**src/rtl/tybec_stream_pkg.sv**
```systemverilog
// Shared definitions for TyBEC stream nodes: FloPoCo exception codes and
// a width helper for counters that must hold the value 0..n inclusive.
package tybec_stream_pkg;

  localparam logic [1:0] EXC_ZERO   = 2'b00;
  localparam logic [1:0] EXC_NORMAL = 2'b01;
  localparam logic [1:0] EXC_INF    = 2'b10;
  localparam logic [1:0] EXC_NAN    = 2'b11;

  function automatic int cnt_w(input int n);
    return (n < 1) ? 1 : $clog2(n + 1);
  endfunction

endpackage

```
**src/rtl/FPMult_8_23_8_23_8_23_F400_uid2.sv**
```systemverilog
// FloPoCo-format single-precision multiplier core, STAGES-deep pipeline,
// round-to-nearest-even, no subnormals (underflow flushes to zero).
module FPMult_8_23_8_23_8_23_F400_uid2
  import tybec_stream_pkg::*;
#(
  parameter int STAGES = 3
) (
  input  logic        clk,
  input  logic        stall,
  input  logic [33:0] X,
  input  logic [33:0] Y,
  output logic [33:0] R
);

  function automatic logic [33:0] round_pack(input logic sgn, input logic signed [9:0] exp_in,
                                             input logic [22:0] frac, input logic guard,
                                             input logic sticky);
    logic [23:0]       fr;
    logic signed [9:0] e;
    fr = {1'b0, frac} + {23'd0, guard & (sticky | frac[0])};
    e  = exp_in + $signed({9'd0, fr[23]});
    if (e >= 10'sd255)    return {EXC_INF, sgn, 31'd0};
    else if (e <= 10'sd0) return {EXC_ZERO, sgn, 31'd0};
    else                  return {EXC_NORMAL, sgn, e[7:0], fr[22:0]};
  endfunction

  function automatic logic [33:0] fp_mul(input logic [33:0] a, input logic [33:0] b);
    logic              sgn;
    logic [47:0]       prod;
    logic signed [9:0] e;
    sgn = a[31] ^ b[31];
    if (a[33:32] == EXC_NAN || b[33:32] == EXC_NAN ||
        (a[33:32] == EXC_INF && b[33:32] == EXC_ZERO) ||
        (a[33:32] == EXC_ZERO && b[33:32] == EXC_INF))
      return {EXC_NAN, sgn, 31'd0};
    if (a[33:32] == EXC_INF || b[33:32] == EXC_INF)   return {EXC_INF, sgn, 31'd0};
    if (a[33:32] == EXC_ZERO || b[33:32] == EXC_ZERO) return {EXC_ZERO, sgn, 31'd0};
    prod = {24'd0, 1'b1, a[22:0]} * {24'd0, 1'b1, b[22:0]};
    e    = $signed({2'b00, a[30:23]}) + $signed({2'b00, b[30:23]}) - 10'sd127;
    if (prod[47]) return round_pack(sgn, e + 10'sd1, prod[46:24], prod[23], |prod[22:0]);
    else          return round_pack(sgn, e, prod[45:23], prod[22], |prod[21:0]);
  endfunction

  logic [33:0] res_p [STAGES];

  // stage 0 computes the full product; later stages only carry it forward
  always_ff @(posedge clk) begin
    if (!stall) begin
      res_p[0] <= fp_mul(X, Y);
      for (int i = 1; i < STAGES; i++) res_p[i] <= res_p[i-1];
    end
  end

  assign R = res_p[STAGES-1];

endmodule

```
**src/rtl/tybec_sync_fifo.sv**
```systemverilog
// Show-ahead synchronous FIFO with any depth >= 2; a write while full is
// accepted when a pop frees a slot on the same edge.
module tybec_sync_fifo
  import tybec_stream_pkg::*;
#(
  parameter int WIDTH = 34,
  parameter int DEPTH = 5
) (
  input  logic                        clk,
  input  logic                        rst,
  input  logic                        wr_en,
  input  logic [WIDTH-1:0]            wr_data,
  input  logic                        rd_en,
  output logic [WIDTH-1:0]            rd_data,
  output logic                        empty,
  output logic                        full,
  output logic [cnt_w(DEPTH)-1:0]     count
);

  localparam int PW = (DEPTH > 1) ? $clog2(DEPTH) : 1;

  logic [WIDTH-1:0] mem [DEPTH];
  logic [PW-1:0]    wr_ptr, rd_ptr;
  logic             wr_ok, rd_ok;

  function automatic logic [PW-1:0] ptr_inc(input logic [PW-1:0] p);
    return (p == PW'(DEPTH - 1)) ? '0 : p + 1'b1;
  endfunction

  assign empty   = (count == '0);
  assign full    = (count == cnt_w(DEPTH)'(DEPTH));
  assign rd_ok   = rd_en && !empty;
  assign wr_ok   = wr_en && (!full || rd_ok);
  assign rd_data = empty ? '0 : mem[rd_ptr];

  always_ff @(posedge clk) begin
    if (rst) begin
      wr_ptr <= '0;
      rd_ptr <= '0;
      count  <= '0;
    end else begin
      if (wr_ok) wr_ptr <= ptr_inc(wr_ptr);
      if (rd_ok) rd_ptr <= ptr_inc(rd_ptr);
      count <= count + {{(cnt_w(DEPTH)-1){1'b0}}, wr_ok} - {{(cnt_w(DEPTH)-1){1'b0}}, rd_ok};
    end
  end

  always_ff @(posedge clk) begin
    if (wr_ok) mem[wr_ptr] <= wr_data;
  end

endmodule

```
**src/rtl/coriolis_map_fpmul_credit.sv**
```systemverilog
// Streaming FloPoCo multiply map node: stall-free core feeding a result FIFO,
// admission limited by a credit counter covering FIFO plus in-flight results.
module coriolis_map_fpmul_credit
  import tybec_stream_pkg::*;
#(
  parameter int                 STREAMW    = 34,
  parameter int                 LAT        = 3,
  parameter int                 FIFO_DEPTH = 5,
  parameter int                 CONST_MODE = 0,
  parameter logic [STREAMW-1:0] CONST_VAL  = {2'b01, 32'h3f800000}
) (
  input  logic                             clk,
  input  logic                             rst,
  input  logic                             ivalid_in1_s0,
  input  logic [STREAMW-1:0]               in1_s0,
  input  logic                             ivalid_in2_s0,
  input  logic [STREAMW-1:0]               in2_s0,
  output logic                             iready,
  output logic                             ovalid,
  output logic [STREAMW-1:0]               out1_s0,
  input  logic                             oready,
  output logic [cnt_w(FIFO_DEPTH)-1:0]     occupancy
);

  localparam int OCC_W = cnt_w(FIFO_DEPTH);

  if (LAT < 1) begin : g_lat_chk
    $error("LAT must be at least 1");
  end
  if (FIFO_DEPTH < LAT + 1) begin : g_depth_chk
    $error("FIFO_DEPTH must be at least LAT+1");
  end
  if (STREAMW != 34) begin : g_width_chk
    $error("STREAMW must be 34 for the 8/23 multiplier core");
  end

  logic               ivalid_all, acc, pop, wr_en;
  logic               fifo_empty, fifo_full;
  logic [STREAMW-1:0] op2, core_r;
  logic [LAT-1:0]     vld_sr;
  logic [OCC_W-1:0]   occ_q, fifo_cnt;

  assign ivalid_all = ivalid_in1_s0 & ((CONST_MODE != 0) ? 1'b1 : ivalid_in2_s0);
  assign op2        = (CONST_MODE != 0) ? CONST_VAL : in2_s0;
  assign iready     = (occ_q < OCC_W'(FIFO_DEPTH));
  assign acc        = ivalid_all & iready;
  assign ovalid     = !fifo_empty;
  assign pop        = ovalid & oready;
  assign wr_en      = vld_sr[LAT-1];
  assign occupancy  = occ_q;

  FPMult_8_23_8_23_8_23_F400_uid2 #(
    .STAGES(LAT)
  ) u_core (
    .clk  (clk),
    .stall(1'b0),
    .X    (in1_s0),
    .Y    (op2),
    .R    (core_r)
  );

  // valid tracks the core pipeline one-for-one; credit counts acc minus pop
  always_ff @(posedge clk) begin
    if (rst) begin
      vld_sr <= '0;
      occ_q  <= '0;
    end else begin
      vld_sr <= LAT'({vld_sr, acc});
      case ({acc, pop})
        2'b10:   occ_q <= occ_q + 1'b1;
        2'b01:   occ_q <= occ_q - 1'b1;
        default: occ_q <= occ_q;
      endcase
    end
  end

  tybec_sync_fifo #(
    .WIDTH(STREAMW),
    .DEPTH(FIFO_DEPTH)
  ) u_fifo (
    .clk    (clk),
    .rst    (rst),
    .wr_en  (wr_en),
    .wr_data(core_r),
    .rd_en  (pop),
    .rd_data(out1_s0),
    .empty  (fifo_empty),
    .full   (fifo_full),
    .count  (fifo_cnt)
  );

  a_no_overflow: assert property (@(posedge clk) disable iff (rst)
    !(wr_en && fifo_full && !pop));
  a_credit_covers_fifo: assert property (@(posedge clk) disable iff (rst)
    fifo_cnt <= occ_q);

endmodule
```
**config.mk**
```make
export PLATFORM = sky130hd
export DESIGN_NAME = coriolis_map_fpmul_credit
export DESIGN_NICKNAME = d
export VERILOG_FILES = /design/src/rtl/tybec_stream_pkg.sv /design/src/rtl/FPMult_8_23_8_23_8_23_F400_uid2.sv /design/src/rtl/tybec_sync_fifo.sv /design/src/rtl/coriolis_map_fpmul_credit.sv
export SDC_FILE = /design/constraint.sdc
export NUM_CORES = 2
export LEC_CHECK = 0
export CORE_UTILIZATION = 58
export CTS_BUF_LIST = sky130_fd_sc_hd__clkbuf_8 sky130_fd_sc_hd__clkbuf_16
export DETAILED_ROUTE_END_ITERATION = 16
export PLACE_DENSITY = 0.79
export RECOVER_POWER = 25
export SYNTH_ARGS = -nofsm -noshare
export SYNTH_HDL_FRONTEND = slang
export SYNTH_SLANG_ARGS = --single-unit
```
**constraint.sdc**
```tcl
create_clock -name clk -period 13 [get_ports clk]
set_input_delay 3.25 -clock clk [delete_from_list [all_inputs] [get_ports clk]]
set_output_delay 3.25 -clock clk [all_outputs]
set_load 0.1 [all_outputs]
```
==> impl_metrics.toml <==
[outcome]
status = "finished, final reports clean"

[logic_synthesis]
synth_cell_types = 91
ys_ff_latch = 290
synth.yosys.seq_area_share_pct = 23.8
syn-mean-instance-area_um2 = 9.94
synth_fp_nets = 3924
synth_warnings = 0
synthArstFlopShare_pct = 0
synth_area_um2 = 31500
syn_inst = 3170
synth_edf_count = 170
synth_ff_type = "edfxtp_1"

[job]
drv_cap = 0

[sta]
worst-slew-pin-transition_ns = 1.15
setup_tns_ns = 0
max_freq_ghz = 0.0784
min_period_ns = 12.75
skew_ns = 0.0119
finalSetupViolations = 0
drv_slew = 0
maxSlewHeadroom_pct = 23.7
fin_crit_sh_pct = 98.1
hold_viol = 0

[die]
dieArea_um2 = 55200
die_h_um = 235
dieWidth_um = 235
pin_count = 112
fp-row-count = 85
start_util_pct = 58.6
coreArea_um2 = 53700

[cells_and_area]
drive_gt1_share_pct = 17.1
layout_common_cells = "inv_1 (628), fa_1 (477), buf_4 (336)"
diodes = 0
layout_commonest_cell = "inv_1"
syn_to_final_growth_pct = 20.6
final_nets = 4320
finalInstanceArea_um2 = 38000
final_cells = 4279

[clock_tree]
insertion_delay_ns = 0.51
root_buffer = "clkbuf_16"
cts_buffers = 23
cts_tree = "done"
clk_pin_slew_ns = 0.07
clockBufferDepth = 3
clock_sinks = 290
htreeDepth = 1

[detailed_routing]
drt-total-wl_um = 86300
firstDrtPassIters = 7
viasPerCell = 5.72
wl_per_cell_um = 20.2
route.antenna.remaining_nets = 0
post-route-drc-count = 0
num_vias = 24500
drt_iter0_markers = 1847

[critical_path]
worst-path-buf-inv = 11
cp-start-kind = "input port"
crit_family = "adder cells"
crit_fanout = 15
end_kind = "flip-flop"
crit_type = "input port to flip-flop"
cpMostUsedCell = "fa_1"
slowest_stage = "fa_1"
required_ns = 13.36
cp.arrival_ns = 13.12
max_stage_delay_ns = 0.56

[grt]
grt_pass1_wl_um = 137000
grt.overflow.total = 0
track_usage_pct = 31.2
grt_max_degree = 36
antenna_found_initial = 1
grt_pass1_vias = 26600

[place]
place.port_buffers = 111
placed_area_um2 = 36200
dpl.cell_count = 4208
globalplace.congestion = 0.962
post-dp-hpwl_um = 67400

[worst_hold_path]
hold_path_class = "flip-flop to flip-flop"
-- synthesized netlist by cell type, types with 4 or more instances --
| cell | number | area [um2] |
|---|---|---|
| inv_1 | 623 | 2340 |
| fa_1 | 485 | 9710 |
| nand2_1 | 306 | 1150 |
| and2_1 | 287 | 1800 |
| ha_1 | 196 | 2450 |
| edfxtp_1 | 170 | 5100 |
| nor2_1 | 159 | 597 |
| dfxtp_1 | 120 | 2400 |
| clkbuf_1 | 119 | 447 |
| a21oi_1 | 79 | 395 |
| xnor2_1 | 55 | 482 |
| o21ai_0 | 49 | 245 |
| nand3_1 | 45 | 225 |
| mux2i_1 | 36 | 360 |
| mux4_2 | 34 | 766 |
| nor3_1 | 30 | 150 |
| nand4_1 | 27 | 169 |
| xor2_1 | 25 | 219 |
| and3_1 | 18 | 113 |
| o211ai_1 | 17 | 128 |
| a22oi_1 | 15 | 113 |
| nor2b_1 | 14 | 87.6 |
| nor4_1 | 14 | 87.6 |
| nand2b_1 | 13 | 81.3 |
| o22ai_1 | 13 | 81.3 |
| buf_1 | 11 | 41.3 |
| or3_1 | 11 | 68.8 |
| or4_1 | 11 | 82.6 |
| a211oi_1 | 10 | 75.1 |
| a21o_1 | 10 | 75.1 |
| a31oi_1 | 10 | 62.6 |
| buf_2 | 10 | 50.1 |
| o21a_1 | 10 | 75.1 |
| and4_1 | 6 | 52.6 |
| o21bai_1 | 6 | 45.0 |
| a211o_1 | 5 | 43.8 |
| nand3b_1 | 5 | 37.5 |
| nor3b_1 | 5 | 37.5 |
| o2111ai_1 | 5 | 43.8 |
| o21ai_1 | 5 | 25.0 |
| o221ai_1 | 5 | 43.8 |
| clkinv_1 | 4 | 15.0 |
| o31ai_1 | 4 | 30.0 |
| or2_2 | 4 | 25.0 |
-- registers in the layout, summed over array words and instances (netlist names), named ones only --
register and cells:
u_fifo.mem 170, u_fifo.wr_ptr 3, vld_sr 3, u_fifo.rd_ptr 3, occupancy 3, u_fifo.count 3
u_core.res_p 102
-- stage by stage --
stage / hold WS [ns] / util, % / worst slack [ns]
after detailed placement: 0.312 / 67.5 / -0.854
after CTS: 0.328 / 68.9 / 0.00526
after global placement: 0.310 / 67.5 / -0.895
after floorplan: 0.310 / - / 0.0122
final: 0.328 / 70.7 / 0.245
after global routing: 0.331 / 70.7 / -0.112
-- cell families (layout without fill, tap and decap cells) --
kind of cell               after synthesis  in the layout  synth area share (%)
adders and majority gates              681            681                  38.6
and+or+nand+nor                        978            978                  15.8
AOI/OAI and AO/OA                      297            297                  6.48
DFF                                    290            290                  23.8
xor gates and xnor gates                84             84                  2.43
buffers and inverters                  769           1182                  9.24
muxes                                   71             71                  3.61
-- routing by layer --
metal / wire length, um / GRT usage [%] / vias to the layer above / share of wire, %
li1: - / - / 10900 / -
met1: 34200 / 41.1 / 12300 / 40
met2: 42300 / 53.7 / 1151 / 49
met3: 7050 / 4.22 / 226 / 8.2
met4: 2800 / 9.25 / 0 / 3.2
met5: 0 / 0 / - / 0
-- timing repair --
action,CTS,global route
resized for setup,19,146
cloned,0,9
setup buffers,1,19
setup endpoints to repair,30,33
hold buffers,0,0
pin swaps,1,49
-- final cells by class --
cell class | count | area [um2]
Sequential cell | 290 | 7510
Multi-Input combinational cell | 2111 | 21700
Inverter | 627 | 2360
Clock inverter | 16 | 72.6
Timing Repair Buffer | 513 | 4880
Tap cell | 696 | 871
Clock buffer | 26 | 617
Fill cell | 3740 | 15700
-- final timing paths --
path,startpoint,slack (ns),to,cells past startpoint
worst max register to register,u_fifo.count[1],10.16,u_fifo.count[2],13
worst max-delay path,in2_s0[3],0.25,u_core.res_p[0][11],39
worst min register to register,u_core.res_p[0][24],0.33,u_core.res_p[0][58],0
worst min-delay path,u_core.res_p[0][24],0.33,u_core.res_p[0][58],0
Power is not shown: default switching activity piles up to over one toggle a cycle in this logic, so the estimate is an artifact.
